==> config.mk <==
export PLATFORM = sky130hd
export DESIGN_NAME = load_store_unit
export DESIGN_NICKNAME = d
export VERILOG_FILES = /design/src/rtl/load_store_unit_pkg.sv /design/src/rtl/lsu_timeout_counter.sv /design/src/rtl/load_store_unit.sv
export SDC_FILE = /design/constraint.sdc
export NUM_CORES = 1
export LEC_CHECK = 0
export ABC_AREA = 1
export CAP_MARGIN = 10
export CORE_AREA = 4 4 158 160
export CTS_CLUSTER_DIAMETER = 50
export DETAILED_ROUTE_END_ITERATION = 12
export DIE_AREA = 0 0 162 164
export PLACE_DENSITY_LB_ADDON = 0.3
export SLEW_MARGIN = 20
export SYNTH_ARGS = -nofsm -noshare
export SYNTH_HDL_FRONTEND = slang
export SYNTH_SLANG_ARGS = --single-unit
==> constraint.sdc <==
create_clock -name clk -period 2.5 [get_ports clk]
set_input_delay 0.375 -clock clk [delete_from_list [all_inputs] [get_ports clk]]
set_output_delay 0.375 -clock clk [all_outputs]
set_load 0.02 [all_outputs]
==> src/rtl/load_store_unit_pkg.sv <==
// Shared types for the load/store unit: FSM states, fault cause codes and
// default widths used by the top level and its timeout counter.
package load_store_unit_pkg;

    // Default data/address width in bits.
    localparam int XLEN_DEFAULT = 64;

    // Width of the memory wait counter; holds TIMEOUT values up to 255.
    localparam int WAIT_CNT_W = 8;

    // Access sequencing states.
    typedef enum logic [1:0] {
        IDLE  = 2'b00,
        REQ   = 2'b01,
        RESP  = 2'b10,
        FAULT = 2'b11
    } lsu_state_e;

    // faultCause encodings (00 is reported whenever fault is low).
    localparam logic [1:0] CAUSE_NONE       = 2'b00;
    localparam logic [1:0] CAUSE_MISALIGNED = 2'b01;
    localparam logic [1:0] CAUSE_BOTH_EN    = 2'b10;
    localparam logic [1:0] CAUSE_TIMEOUT    = 2'b11;

    // A doubleword access must sit on an 8-byte boundary.
    function automatic logic is_misaligned(input logic [2:0] low_bits);
        return low_bits != 3'b000;
    endfunction

endpackage

==> src/rtl/lsu_timeout_counter.sv <==
// Counts consecutive cycles spent waiting for a memory acknowledge and flags
// the cycle in which the LIMIT-th wait cycle is reached.
module lsu_timeout_counter #(
    parameter int WIDTH = 8,
    parameter int LIMIT = 255
) (
    input  logic clk,
    input  logic rst_n,
    input  logic clear,
    input  logic enable,
    output logic expired
);

    localparam logic [WIDTH-1:0] LAST = WIDTH'(LIMIT - 1);

    logic [WIDTH-1:0] count;

    // count holds the number of wait cycles already completed, so the current
    // cycle is the LIMIT-th one when count equals LIMIT-1.
    assign expired = enable && (count == LAST);

    // Advance once per enabled cycle; clear takes priority and the count
    // stops at the expiry point since the caller leaves the wait state there.
    always_ff @(posedge clk or negedge rst_n) begin
        // NOTE: state registers use non-blocking assignments so every flop
        // samples pre-edge values regardless of statement order.
        if (!rst_n) begin
            count <= '0;
        end else if (clear) begin
            count <= '0;
        end else if (enable && !expired) begin
            count <= count + WIDTH'(1);
        end
    end

endmodule

==> src/rtl/load_store_unit.sv <==
// Single-outstanding doubleword load/store unit. Accepts one ld or sd at a
// time, performs the memory handshake with a bounded wait, and reports the
// outcome as a write-back, completion or fault pulse.
module load_store_unit
    import load_store_unit_pkg::*;
#(
    parameter int XLEN    = XLEN_DEFAULT,
    parameter int TIMEOUT = 255
) (
    input  logic            clk,
    input  logic            rst_n,
    input  logic            loadEn,
    input  logic            storeEn,
    input  logic [XLEN-1:0] addr,
    input  logic [XLEN-1:0] storeData,
    input  logic [4:0]      rdIn,
    output logic            busy,
    output logic            memReq,
    output logic            memWe,
    output logic [XLEN-1:0] memAddr,
    output logic [XLEN-1:0] memWdata,
    input  logic            memAck,
    input  logic [XLEN-1:0] memRdata,
    output logic            wbValid,
    output logic [4:0]      wbRd,
    output logic [XLEN-1:0] wbData,
    output logic            done,
    output logic            fault,
    output logic [1:0]      faultCause
);

    lsu_state_e state;
    logic       op_load;   // latched operation: 1 = ld, 0 = sd
    logic [4:0] rd_q;      // latched destination register
    logic       wait_expired;

    // The wait counter runs only while a request is outstanding and restarts
    // from zero on every entry into REQ.
    lsu_timeout_counter #(
        .WIDTH (WAIT_CNT_W),
        .LIMIT (TIMEOUT)
    ) u_timeout (
        .clk     (clk),
        .rst_n   (rst_n),
        .clear   (state != REQ),
        .enable  (state == REQ),
        .expired (wait_expired)
    );

    // Access FSM with every output registered; issue inputs are only looked
    // at in IDLE and memAck only in REQ.
    always_ff @(posedge clk or negedge rst_n) begin
        if (!rst_n) begin
            state      <= IDLE;
            op_load    <= 1'b0;
            rd_q       <= '0;
            busy       <= 1'b0;
            memReq     <= 1'b0;
            memWe      <= 1'b0;
            memAddr    <= '0;
            memWdata   <= '0;
            wbValid    <= 1'b0;
            wbRd       <= '0;
            wbData     <= '0;
            done       <= 1'b0;
            fault      <= 1'b0;
            faultCause <= CAUSE_NONE;
        end else begin
            // NOTE: pulse outputs default low here so each branch only has to
            // raise them for the single cycle they are meant to be seen.
            wbValid    <= 1'b0;
            done       <= 1'b0;
            fault      <= 1'b0;
            faultCause <= CAUSE_NONE;

            case (state)
                IDLE: begin
                    if (loadEn && storeEn) begin
                        state      <= FAULT;
                        busy       <= 1'b1;
                        fault      <= 1'b1;
                        faultCause <= CAUSE_BOTH_EN;
                    end else if (loadEn ^ storeEn) begin
                        op_load <= loadEn;
                        rd_q    <= rdIn;
                        busy    <= 1'b1;
                        if (is_misaligned(addr[2:0])) begin
                            state      <= FAULT;
                            fault      <= 1'b1;
                            faultCause <= CAUSE_MISALIGNED;
                        end else begin
                            state    <= REQ;
                            memReq   <= 1'b1;
                            memWe    <= storeEn;
                            memAddr  <= addr;
                            memWdata <= storeData;
                        end
                    end
                end

                REQ: begin
                    if (memAck) begin
                        state  <= RESP;
                        memReq <= 1'b0;
                        if (op_load) begin
                            wbValid <= 1'b1;
                            wbRd    <= rd_q;
                            wbData  <= memRdata;
                        end else begin
                            done <= 1'b1;
                        end
                    end else if (wait_expired) begin
                        state      <= FAULT;
                        memReq     <= 1'b0;
                        fault      <= 1'b1;
                        faultCause <= CAUSE_TIMEOUT;
                    end
                end

                RESP: begin
                    state <= IDLE;
                    busy  <= 1'b0;
                    memWe <= 1'b0;
                end

                FAULT: begin
                    state <= IDLE;
                    busy  <= 1'b0;
                    memWe <= 1'b0;
                end

                default: begin
                    state  <= IDLE;
                    busy   <= 1'b0;
                    memReq <= 1'b0;
                end
            endcase
        end
    end

endmodule

Word-level counts from Yosys, hierarchy flattened
Index checks and enable logic that the tools add are counted.

Bits in registers: 221. Input port bits: 202. Output and inout port bits: 205.

Add/subtract/negate cells: 1. Eq/ne operators: 10. Muxes and demuxes: 39. Bitwise operators: 3. Reductions and logical operators: 17.

Operators by type and width (number): 2-to-1 mux 1 bit (23); 2-to-1 mux 2 bit (8); 2-to-1 mux 8 bit (2); adder 8 x 1 -> 8 bit (second input constant) (1); == test 8 bit (second input constant) (1); case mux 1 bit (2 select lines) (4); AND reduction 4 bit (2); != test 2 bit (second input constant) (3); != test 3 bit (second input constant) (2); case mux 2 bit (3 select lines) (1); AND reduction 3 bit (2); nonzero test 2 bit (3); AND reduction 5 bit (1); == test 2 bit (second input constant) (2); case mux 2 bit (2 select lines) (1); AND reduction 2 bit (2); logical AND 1 bit (3); nonzero test 3 bit (1); == test 2 x 1 -> 1 bit (second input constant) (1); zero test 2 bit (1); != test 2 x 1 -> 1 bit (second input constant) (1); inverter 1 bit (2); OR reduction 2 bit (1); zero test 1 bit (1); bitwise XOR 1 bit (1).

Logic depth before layout (Yosys ltp)
Gate-level depths: netlist of the first run.

Depth after elaboration: 6. Mapped depth: 9. Depth with buffers taken out: 9.

Hierarchy
A second synthesis of the first run with hierarchy kept.

Cells, all modules: 981. Area, all modules: 8633.3 sq um.

Modules (own cells, without submodules): load_store_unit (instances 1, cells an instance 909, area an instance 8111.5 sq um, seq. area each 5330.1 sq um); lsu_timeout_counter (instances 1, cells an instance 72, area an instance 521.8 sq um, seq. area each 200.2 sq um).

Least setup slack after synthesis of the first run
OpenSTA, ideal clock, no wires.

Kind: input port to flip-flop. From: in loadEn. To: reg memWdata[39]. Data arrival time: 1.389 ns. Data required time: 2.377 ns. Path slack: 0.988 ns. Cell stages on the path: 9. Cell sequence: inv_1 ha_1 nand2_4 buf_6 nor2_4 buf_4 buf_6 nand2_1 nand2_1.

Longest elaborated chain between the ends: 3. Elaborated cells on any way between the ends: 4. Those cells by class: bitwise (2); reduce/logical (2).

Ends and longest elaborated chain: start: declaration (line load_store_unit.sv:12) `input logic loadEn,`; logical AND 1 bit (line load_store_unit.sv:78) `if (loadEn && storeEn) begin`; inverter 1 bit (no line); AND reduction 4 bit (no line) (*); end signal: assignment (line load_store_unit.sv:96) `memWdata <= storeData;`; end: declaration (line load_store_unit.sv:21) `output logic [XLEN-1:0] memWdata,`.

Mark *: on every way between the ends. The rest lies on a longest branch, timed or not. A chain may end at the register's enable or synchronous reset.

Final worst setup path of the first run
From: reg state[1]. To: reg wbData[19].

Longest elaborated chain between the ends: 2.

Ends and longest elaborated chain: start: declaration (line load_store_unit.sv:32) `lsu_state_e state;`; start signal: assignment (line load_store_unit.sv:54) `state <= IDLE;`; start signal: assignment (line load_store_unit.sv:79) `state <= FAULT;`; start signal: assignment (line load_store_unit.sv:88) `state <= FAULT;`; == test 2 x 1 -> 1 bit (line load_store_unit.sv:76) `case (state)`; AND reduction 3 bit (no line); end signal: assignment (line load_store_unit.sv:108) `wbData <= memRdata;`; end: declaration (line load_store_unit.sv:26) `output logic [XLEN-1:0] wbData,`.

No other way between the ends.

==> results.yml, run 1 <==
place:
  place_area_um2: 13100
  gp_congestion: 0.834
  dp_hpwl_mm: 21.4
  dp_slack_ns: 0.371
  port_buffers: 406
  dp.cells: 1670
global_routing:
  grt_max_degree: 76
  grt_pass1_wl_mm: 44.8
  track_usage_pct: 21.3
  grt_pass1_vias: 7990
  antenna_found_initial: 2
  grt-ovfl-total: 0
timing:
  final.period_utilization_pct: 77.7
  clock_skew_ns: 0.0181
  fin_tns_setup_ns: 0
  min_period_ns: 1.94
  rsz0062_at_grt: "false"
  worst_hold_slack_ns: 0.389
  setup_viol: 0
  relSlewSlack_pct: 52.0
  finalMaxSlewViolations: 0
  timing.fmax_mhz: 515
  setup_slack_ns: 0.559
  worstMarginPinSlew_ns: 0.720
  hold_viol: 0
setup_path:
  worstSetupPathType: "flip-flop to flip-flop"
  crit_fanout: 69
  crit_slowest_cell: "buf_4"
  worst_setup_path_end_kind: "flip-flop"
  worstPathArrival_ns: 2.38
  cp-start-kind: "flip-flop"
  path_cells: "inv_1 -> nand2_1 -> inv_1 -> nand3_2 -> buf_4 -> nand2_1 -> nand2_1"
  max_stage_delay_ns: 0.58
  crit_path_frequent_cell: "nand2_1"
  reg2reg_slack_ns: 0.56
  critPathRequiredTime_ns: 2.94
detailed_routing:
  drt-initial-drc-count: 421
  vias: 8040
  drt_pass1_iterations: 4
  ant_nets: 0
  drc: 0
  wl_mm: 29.4
  routed_via_density: 4.67
  wl_per_cell_um: 17.1
logic_synthesis:
  syn_inst: 980
  synth.avg_cell_area_um2: 8.96
  ys.flop_type: "dfrtp_1"
  synthTopCellsByArea: "dfrtp_1 63%, nand2_1 22%, o21ai_0 7.6%"
  mappedNetlistNets: 1186
  yosysSeqAreaShare_pct: 63.0
  async_flop_share_pct: 100
  netlist.top_cell.by_area: "dfrtp_1"
  yosysUniqueCellTypes: 19
  synth-edff-count: 0
  synth.most_common_cell: "nand2_1"
  ys_top_cells_by_count: "507 x nand2_1, 221 x dfrtp_1, 134 x o21ai_0"
  syn_area_um2: 8780
  synth_top_area_share_pct: 63.0
  yosys_warnings: 0
  synth_seq_cells: 221
clock_network:
  cts_num_sinks: 221
  clockRootBuffer: "clkbuf_16"
  cts_buffers: 26
  clk_path_buf_depth: 3
  cts_tree: "yes"
  clk_pin_slew_ns: 0.06
  post_cts_resize_count: 0
  htreeDepth: 1
  insertion_delay_ns: 0.52
final_layout:
  nets: 1586
  design_area_um2: 14100
  final_core_util_pct: 60.2
  syn2layout_area_growth_pct: 60.3
  fin_cells: 1721
  drive_above_1_share_pct: 5.36
floorplanning:
  coreArea_um2: 23400
  fp.dieW_um: 162
  dieArea_um2: 26600
  die_y_um: 164
  io_pins: 407
  rows: 56
  initial_core_util_pct: 37.5
pwr:
  ir_drop_v: 0.000631
  p_per_area_nw_per_um2: 1230
  leakage_nw: 6.77
  total_power_mw: 17.4
min_path:
  hold_class: "input port to flip-flop"
outcome:
  outcome: "completed"
flow_run:
  drv_cap: 0
==> per-layer routing <==
layer | global-route usage (%) | wire length, um
met1 | 25.6 | 11400
met3 | 8.48 | 3120
met2 | 35.5 | 14000
met4 | 6.11 | 797
met5 | 0 | 0
==> state kept, by name, indices dropped and copies added, names as in the netlist <==
| name | cells |
|---|---|
| wbRd | 5 |
| op_load | 1 |
| wbValid | 1 |
| faultCause | 2 |
| busy | 1 |
| state | 2 |
| done | 1 |
| u_timeout.count | 8 |
| memAddr | 64 |
| memWdata | 64 |
| memWe | 1 |
| fault | 1 |
| memReq | 1 |
| wbData | 64 |
| rd_q | 5 |
==> cell families (layout without fill, tap and decap cells) <==
kind of cell / after synthesis / in the layout / synth area share, %
simple gates: 544 / 544 / 23.9
other cells: 0 / 2 / 0
flops: 221 / 221 / 63.0
compound gates: 137 / 137 / 7.88
fa+ha+maj: 4 / 4 / 0.570
buf+inv: 74 / 494 / 4.66
==> report_power, final <==
group	switching [mW]	total, mW	internal, mW
combinational	4.11	7.49	3.38
clock	1.49	3.95	2.46
sequential	0.805	5.92	5.11
==> final cells by class <==
class	instances	area, um2
Clock inverter	13	154
Antenna cell	2	5.00
Clock buffer	35	766
Fill cell	2038	9320
Multi-Input combinational cell	685	2860
Sequential cell	221	5530
Inverter	17	63.8
Timing Repair Buffer	429	4310
Tap cell	319	399
==> critical path, delay by kind of cell, from the launching register on <==
family        cells  cell delay, ns
buf+inv           3            0.90
flops             1            0.41
simple gates      4            0.52
==> final timing paths <==
| path | from | to | depth (start not counted) |
|---|---|---|---|
| setup / recovery | state[1] | wbData[19] | 7 |
| hold / removal | addr[54] | memAddr[54] | 3 |
| setup reg to reg | state[1] | wbData[19] | 7 |
| hold reg to reg | rd_q[4] | wbRd[4] | 2 |
| max in group asynchronous | rst_n | rd_q[3] | 3 |
| min in group asynchronous | rst_n | wbData[3] | 2 |
==> layout by cell type, fill, tap and decap left out, drive strengths merged <==
cell	n
nand2	508
clkdlybuf4s50	405
dfrtp	221
o21ai	134
clkbuf	35
buf	23
inv	17
nand3	17
nor2	15
clkinv	9
ha	4
nand4	3
bufinv	3
diode	2
o21bai	2
nor2b	1
a31oi	1
clkinvlp	1
dlygate4sd3	1
==> timing repair <==
item,4_1_cts,5_1_grt
hold endpoints to repair,63,0
setup buffers,0,0
setup endpoints to repair,0,0
hold buffers,1,0
Note: power is estimated with default switching activity, not from simulation.
==> run 2, diff against run 1 <==
--- a/config.mk
+++ b/config.mk
@@ -7,10 +7,10 @@
 export LEC_CHECK = 0
 export ABC_AREA = 1
 export CAP_MARGIN = 10
-export CORE_AREA = 4 4 158 160
+export CORE_AREA = 4 4 160 162
 export CTS_CLUSTER_DIAMETER = 50
 export DETAILED_ROUTE_END_ITERATION = 12
-export DIE_AREA = 0 0 162 164
+export DIE_AREA = 0 0 164 166
 export PLACE_DENSITY_LB_ADDON = 0.3
 export SLEW_MARGIN = 20
 export SYNTH_ARGS = -nofsm -noshare
==> constraint.sdc (replaced) <==
create_clock -name clk -period 1.6 [get_ports clk]
set_input_delay 0.24 -clock clk [delete_from_list [all_inputs] [get_ports clk]]
set_output_delay 0.24 -clock clk [all_outputs]
set_load 0.02 [all_outputs]
==> results.yml, run 2 (synthesis results as in run 1) <==
clock_network:
  htreeDepth: 1
  clk_path_buf_depth: 3
  insertion_delay_ns: 0.51
  post_cts_buffers: 0
  cts_tree: "yes"
  clk_pin_slew_ns: 0.06
  cts_num_sinks: 221
  clockRootBuffer: "clkbuf_16"
  cts_buffers: 27
floorplanning:
  dieArea_um2: 27200
  initial_core_util_pct: 36.4
  rows: 57
  fp.dieW_um: 164
  die_y_um: 166
  io_pins: 407
  coreArea_um2: 24100
detailed_routing:
  wl_mm: 29.9
  vias: 8065
  drt_pass1_iterations: 4
  routed_via_density: 4.63
  wl_per_cell_um: 17.1
  ant_nets: 0
  drt-initial-drc-count: 465
  drc: 0
setup_path:
  cp.buffers_inverters: 1
  rr_worst_depth: 6
  cp_top_family: "buffers and inverters"
  worst_setup_path_end_kind: "output pin"
  cp-start-kind: "flip-flop"
  critPathRequiredTime_ns: 1.36
  path_depth: 1
  worstSetupPathType: "flip-flop to output pin"
  crit_slowest_cell: "dlygate4sd2_1"
  path_cells: "dlygate4sd2_1"
  crit_fanout: 2
  max_stage_delay_ns: 0.42
  worstPathArrival_ns: 1.28
final_layout:
  drive_above_1_share_pct: 6.28
  layout_commonest_cell: "nand2_1"
  nets: 1604
  layout_common_cells: "506 x nand2_1, 221 x dfrtp_1, 203 x dlygate4sd2_1"
  largest_registers: "memAddr: 64 flops, memWdata: 64 flops, wbData: 64 flops"
  syn2layout_area_growth_pct: 59.9
  num-fill-cells: 2239
pwr:
  ir_drop_v: 0.000878
  leakage_nw: 7.49
  p_clk_share_pct: 23.7
  p_int_mw: 15.5
  switching_share_pct: 39.1
  switchingPower_mw: 9.95
  p_seq_share_pct: 36.0
  pwr-share-comb_pct: 40.2
  p_per_area_nw_per_um2: 1810
place:
  dp_slack_ns: -0.539
  gp_congestion: 0.826
  port_buffers: 406
  dp_hpwl_mm: 22.1
timing:
  min_period_ns: 1.52
  worstMarginPinSlew_ns: 0.432
  rsz0062_at_grt: "false"
  setup_viol: 0
  relSlewSlack_pct: 71.2
  hold_viol: 0
  clock_skew_ns: 0.00992
  final.period_utilization_pct: 95.0
  fin_tns_setup_ns: 0
  timing.fmax_mhz: 658
  setup_slack_ns: 0.0805
  finalMaxSlewViolations: 0
outcome:
  outcome: "completed"
global_routing:
  grt_max_degree: 95
  grt-ovfl-total: 0
  grt_pass1_wl_mm: 46.2
  grt_pass1_vias: 8266
  antenna_found_initial: 1
  track_usage_pct: 21.2
min_path:
  hold_class: "input port to asynchronous set/reset pin"
flow_run:
  drv_cap: 0
==> run 2: worst paths after layout <==
| check | startpoint | end | slack (ns) |
|---|---|---|---|
| min in group clk | memRdata[61] | wbData[61] | 0.26 |
| worst max register to register | u_timeout.count[0] | u_timeout.count[0] | 0.14 |
| worst min-delay path | rst_n | wbData[14] | 0.21 |
| worst min register to register | rd_q[2] | wbRd[2] | 0.47 |
| worst max-delay path | memAddr[22] | memAddr[22] | 0.08 |
| max in group asynchronous | rst_n | memAddr[48] | 0.77 |
==> run 2: per-stage QoR <==
stage | power, mW | util [%] | instances | hold WS, ns | instance area, um2
detailed placement | 21.3 | 55.5 | 1692 | 0.156 | 13400
global placement | 21.1 | 55.5 | 1692 | 0.158 | 13400
CTS | 25.8 | 58.2 | 1741 | 0.206 | 14000
floorplan | 14.6 | - | 980 | -0.0556 | 8780
global route | 27.1 | 58.2 | 1742 | 0.223 | 14000
finish | 25.4 | 58.2 | 1742 | 0.214 | 14000
==> run 2: repair_timing <==
action | CTS | global route
endpoints found under the setup margin | 205 | 24
hold buffers | 1 | 0
gates resized for setup | 205 | 5
cloned | 0 | 0
hold endpoints to repair | 201 | 0
==> run 2: per-layer routing <==
metal / vias to the layer above / track usage (%) / part of all wire [%]
met5: - / 0 / 0
met4: 0 / 3.94 / 1.3
met3: 27 / 9.16 / 12
met2: 326 / 36.3 / 49
met1: 3798 / 25.0 / 37
li1: 3914 / - / -
==> run 2: layout make-up <==
cell class | instances | area [um2] | share of cell area [%]
diodes | 1 | 2.50 | 0.0178
clock buffers | 40 | 785 | 5.59
clock inverters | 8 | 114 | 0.811
inverters | 17 | 63.8 | 0.455
multi-input cells | 685 | 2860 | 20.4
flip-flops and latches | 221 | 5530 | 39.4
well taps | 324 | 405 | 2.89
repair buffers | 446 | 4280 | 30.5
==> run 2: power by group through the flow <==
stage / registers (mW) / logic [mW] / clock network [mW]
final: 9.17 / 10.2 / 6.04
after floorplan: 12.1 / 2.51 / 0
after global routing: 9.48 / 11.2 / 6.51
after detailed placement: 9.32 / 12.0 / 0
after global placement: 9.27 / 11.8 / 0
after CTS: 9.18 / 10.4 / 6.21
==> run 3, diff against run 2 <==
--- a/config.mk
+++ b/config.mk
@@ -7,11 +7,13 @@
 export LEC_CHECK = 0
 export ABC_AREA = 1
 export CAP_MARGIN = 10
-export CORE_AREA = 4 4 160 162
+export CORE_AREA = 4 4 190 136
 export CTS_CLUSTER_DIAMETER = 50
 export DETAILED_ROUTE_END_ITERATION = 12
-export DIE_AREA = 0 0 164 166
+export DIE_AREA = 0 0 194 140
+export GPL_ROUTABILITY_DRIVEN = 0
 export PLACE_DENSITY_LB_ADDON = 0.3
+export SKIP_CTS_REPAIR_TIMING = 1
 export SLEW_MARGIN = 20
 export SYNTH_ARGS = -nofsm -noshare
 export SYNTH_HDL_FRONTEND = slang
==> results.yml, run 3 (synthesis results as in run 1) <==
outcome:
  outcome: "completed"
pwr:
  p_seq_share_pct: 34.6
  switchingPower_mw: 9.91
  p_per_area_nw_per_um2: 1780
  ir_drop_v: 0.000933
  switching_share_pct: 37.4
  p_int_mw: 16.6
  leakage_nw: 9.75
  p_clk_share_pct: 21.6
  total_power_mw: 26.5
  pwr-share-comb_pct: 43.8
final_layout:
  largest_registers: "memAddr: 64 flops, memWdata: 64 flops, wbData: 64 flops"
  fin_cells: 1742
  layout_commonest_cell: "nand2_1"
  num_antenna_cells: 0
  drive_above_1_share_pct: 6.49
  nets: 1606
  syn2layout_area_growth_pct: 69.2
  layout_common_cells: "506 x nand2_1, 221 x dfrtp_1, 205 x dlymetal6s2s_1"
  num-fill-cells: 1983
setup_path:
  cp.buffers_inverters: 3
  cp-start-kind: "input port"
  crit_path_frequent_cell: "nand2_1"
  worstSetupPathType: "input port to flip-flop"
  max_stage_delay_ns: 0.48
  crit_slowest_cell: "clkdlybuf4s50_1"
  path_cells: "clkdlybuf4s50_1 -> inv_1 -> ha_1 -> nand2_4 -> nor2_4 -> buf_4 -> nand2_1 -> nand2_1"
  rr_worst_depth: 7
  crit_fanout: 29
  path_depth: 8
  worst_setup_path_end_kind: "flip-flop"
  cp_top_family: "buffers and inverters"
  worstPathArrival_ns: 1.91
  critPathRequiredTime_ns: 2.05
clock_network:
  clk_path_buf_depth: 3
  insertion_delay_ns: 0.52
  cts_num_sinks: 221
  clockRootBuffer: "clkbuf_16"
  cts_tree: "yes"
  clk_pin_slew_ns: 0.06
  cts_buffers: 24
  htreeDepth: 1
detailed_routing:
  drt_pass1_iterations: 4
  routed_via_density: 4.63
  drc: 0
  drt-initial-drc-count: 321
  wl_per_cell_um: 17.2
  ant_nets: 0
  vias: 8060
  wl_mm: 30.0
global_routing:
  grt-ovfl-total: 0
  grt_pass1_wl_mm: 46.0
  track_usage_pct: 20.9
  grt_pass1_vias: 8236
  antenna_found_initial: 1
  grt_max_degree: 70
floorplanning:
  fp.dieW_um: 194
  io_pins: 407
  die_y_um: 140
  coreArea_um2: 24300
  dieArea_um2: 27200
  initial_core_util_pct: 36.2
  rows: 48
min_path:
  hold_class: "input port to asynchronous set/reset pin"
timing:
  final.period_utilization_pct: 91.2
  finalMaxSlewViolations: 0
  fin_tns_setup_ns: 0
  hold_viol: 0
  worstMarginPinSlew_ns: 0.383
  setup_viol: 0
  relSlewSlack_pct: 74.5
  clock_skew_ns: 0.0162
  setup_slack_ns: 0.141
  timing.fmax_mhz: 685
  min_period_ns: 1.46
  rsz0062_at_grt: "false"
place:
  dp_hpwl_mm: 21.8
  port_buffers: 406
  dp_slack_ns: -0.389
  dp.cells: 1697
flow_run:
  drv_cap: 0
## run 3: power by group through the flow
| stage | combinational (mW) | clock, mW | sequential, mW |
|---|---|---|---|
| 2_1_floorplan | 2.51 | 0 | 12.1 |
| 3_3_place_gp | 12.0 | 0 | 9.23 |
| 3_5_place_dp | 12.1 | 0 | 9.29 |
| 4_1_cts | 12.1 | 5.90 | 9.25 |
| 5_1_grt | 12.5 | 6.12 | 9.48 |
| 6_report | 11.6 | 5.73 | 9.16 |
## run 3: final timing paths
path	from	end	slack, ns
setup / recovery	loadEn	memAddr[30]	0.14
hold / removal	rst_n	wbData[17]	0.25
setup reg to reg	state[1]	wbData[42]	0.15
hold reg to reg	rd_q[4]	wbRd[4]	0.48
max in group asynchronous	rst_n	memAddr[31]	0.73
min in group clk	addr[15]	memAddr[15]	0.26
## run 3: per-layer routing
layer	share of wire (%)	track usage (%)
met4	1.9	4.18
met3	9.6	7.89
met1	39	25.0
met5	0.043	0
met2	49	36.6
## run 3: final cells by class
class	instances	area, um2	share of cell area [%]
Tap cell	325	407	2.74
Clock inverter	9	143	0.960
Multi-Input combinational cell	685	2860	19.2
Inverter	17	66.3	0.446
Sequential cell	221	5530	37.2
Clock buffer	34	688	4.63
Timing Repair Buffer	451	5160	34.8
## run 3: through the flow
step / instance area, um2 / hold slack, ns / util (%)
6_report: 14900 / 0.246 / 61.2
5_1_grt: 14900 / 0.244 / 61.2
4_1_cts: 14300 / -0.384 / 59.0
3_5_place_dp: 13500 / 0.164 / 55.5
3_3_place_gp: 13500 / 0.164 / 55.5
2_1_floorplan: 8780 / -0.0556 / -
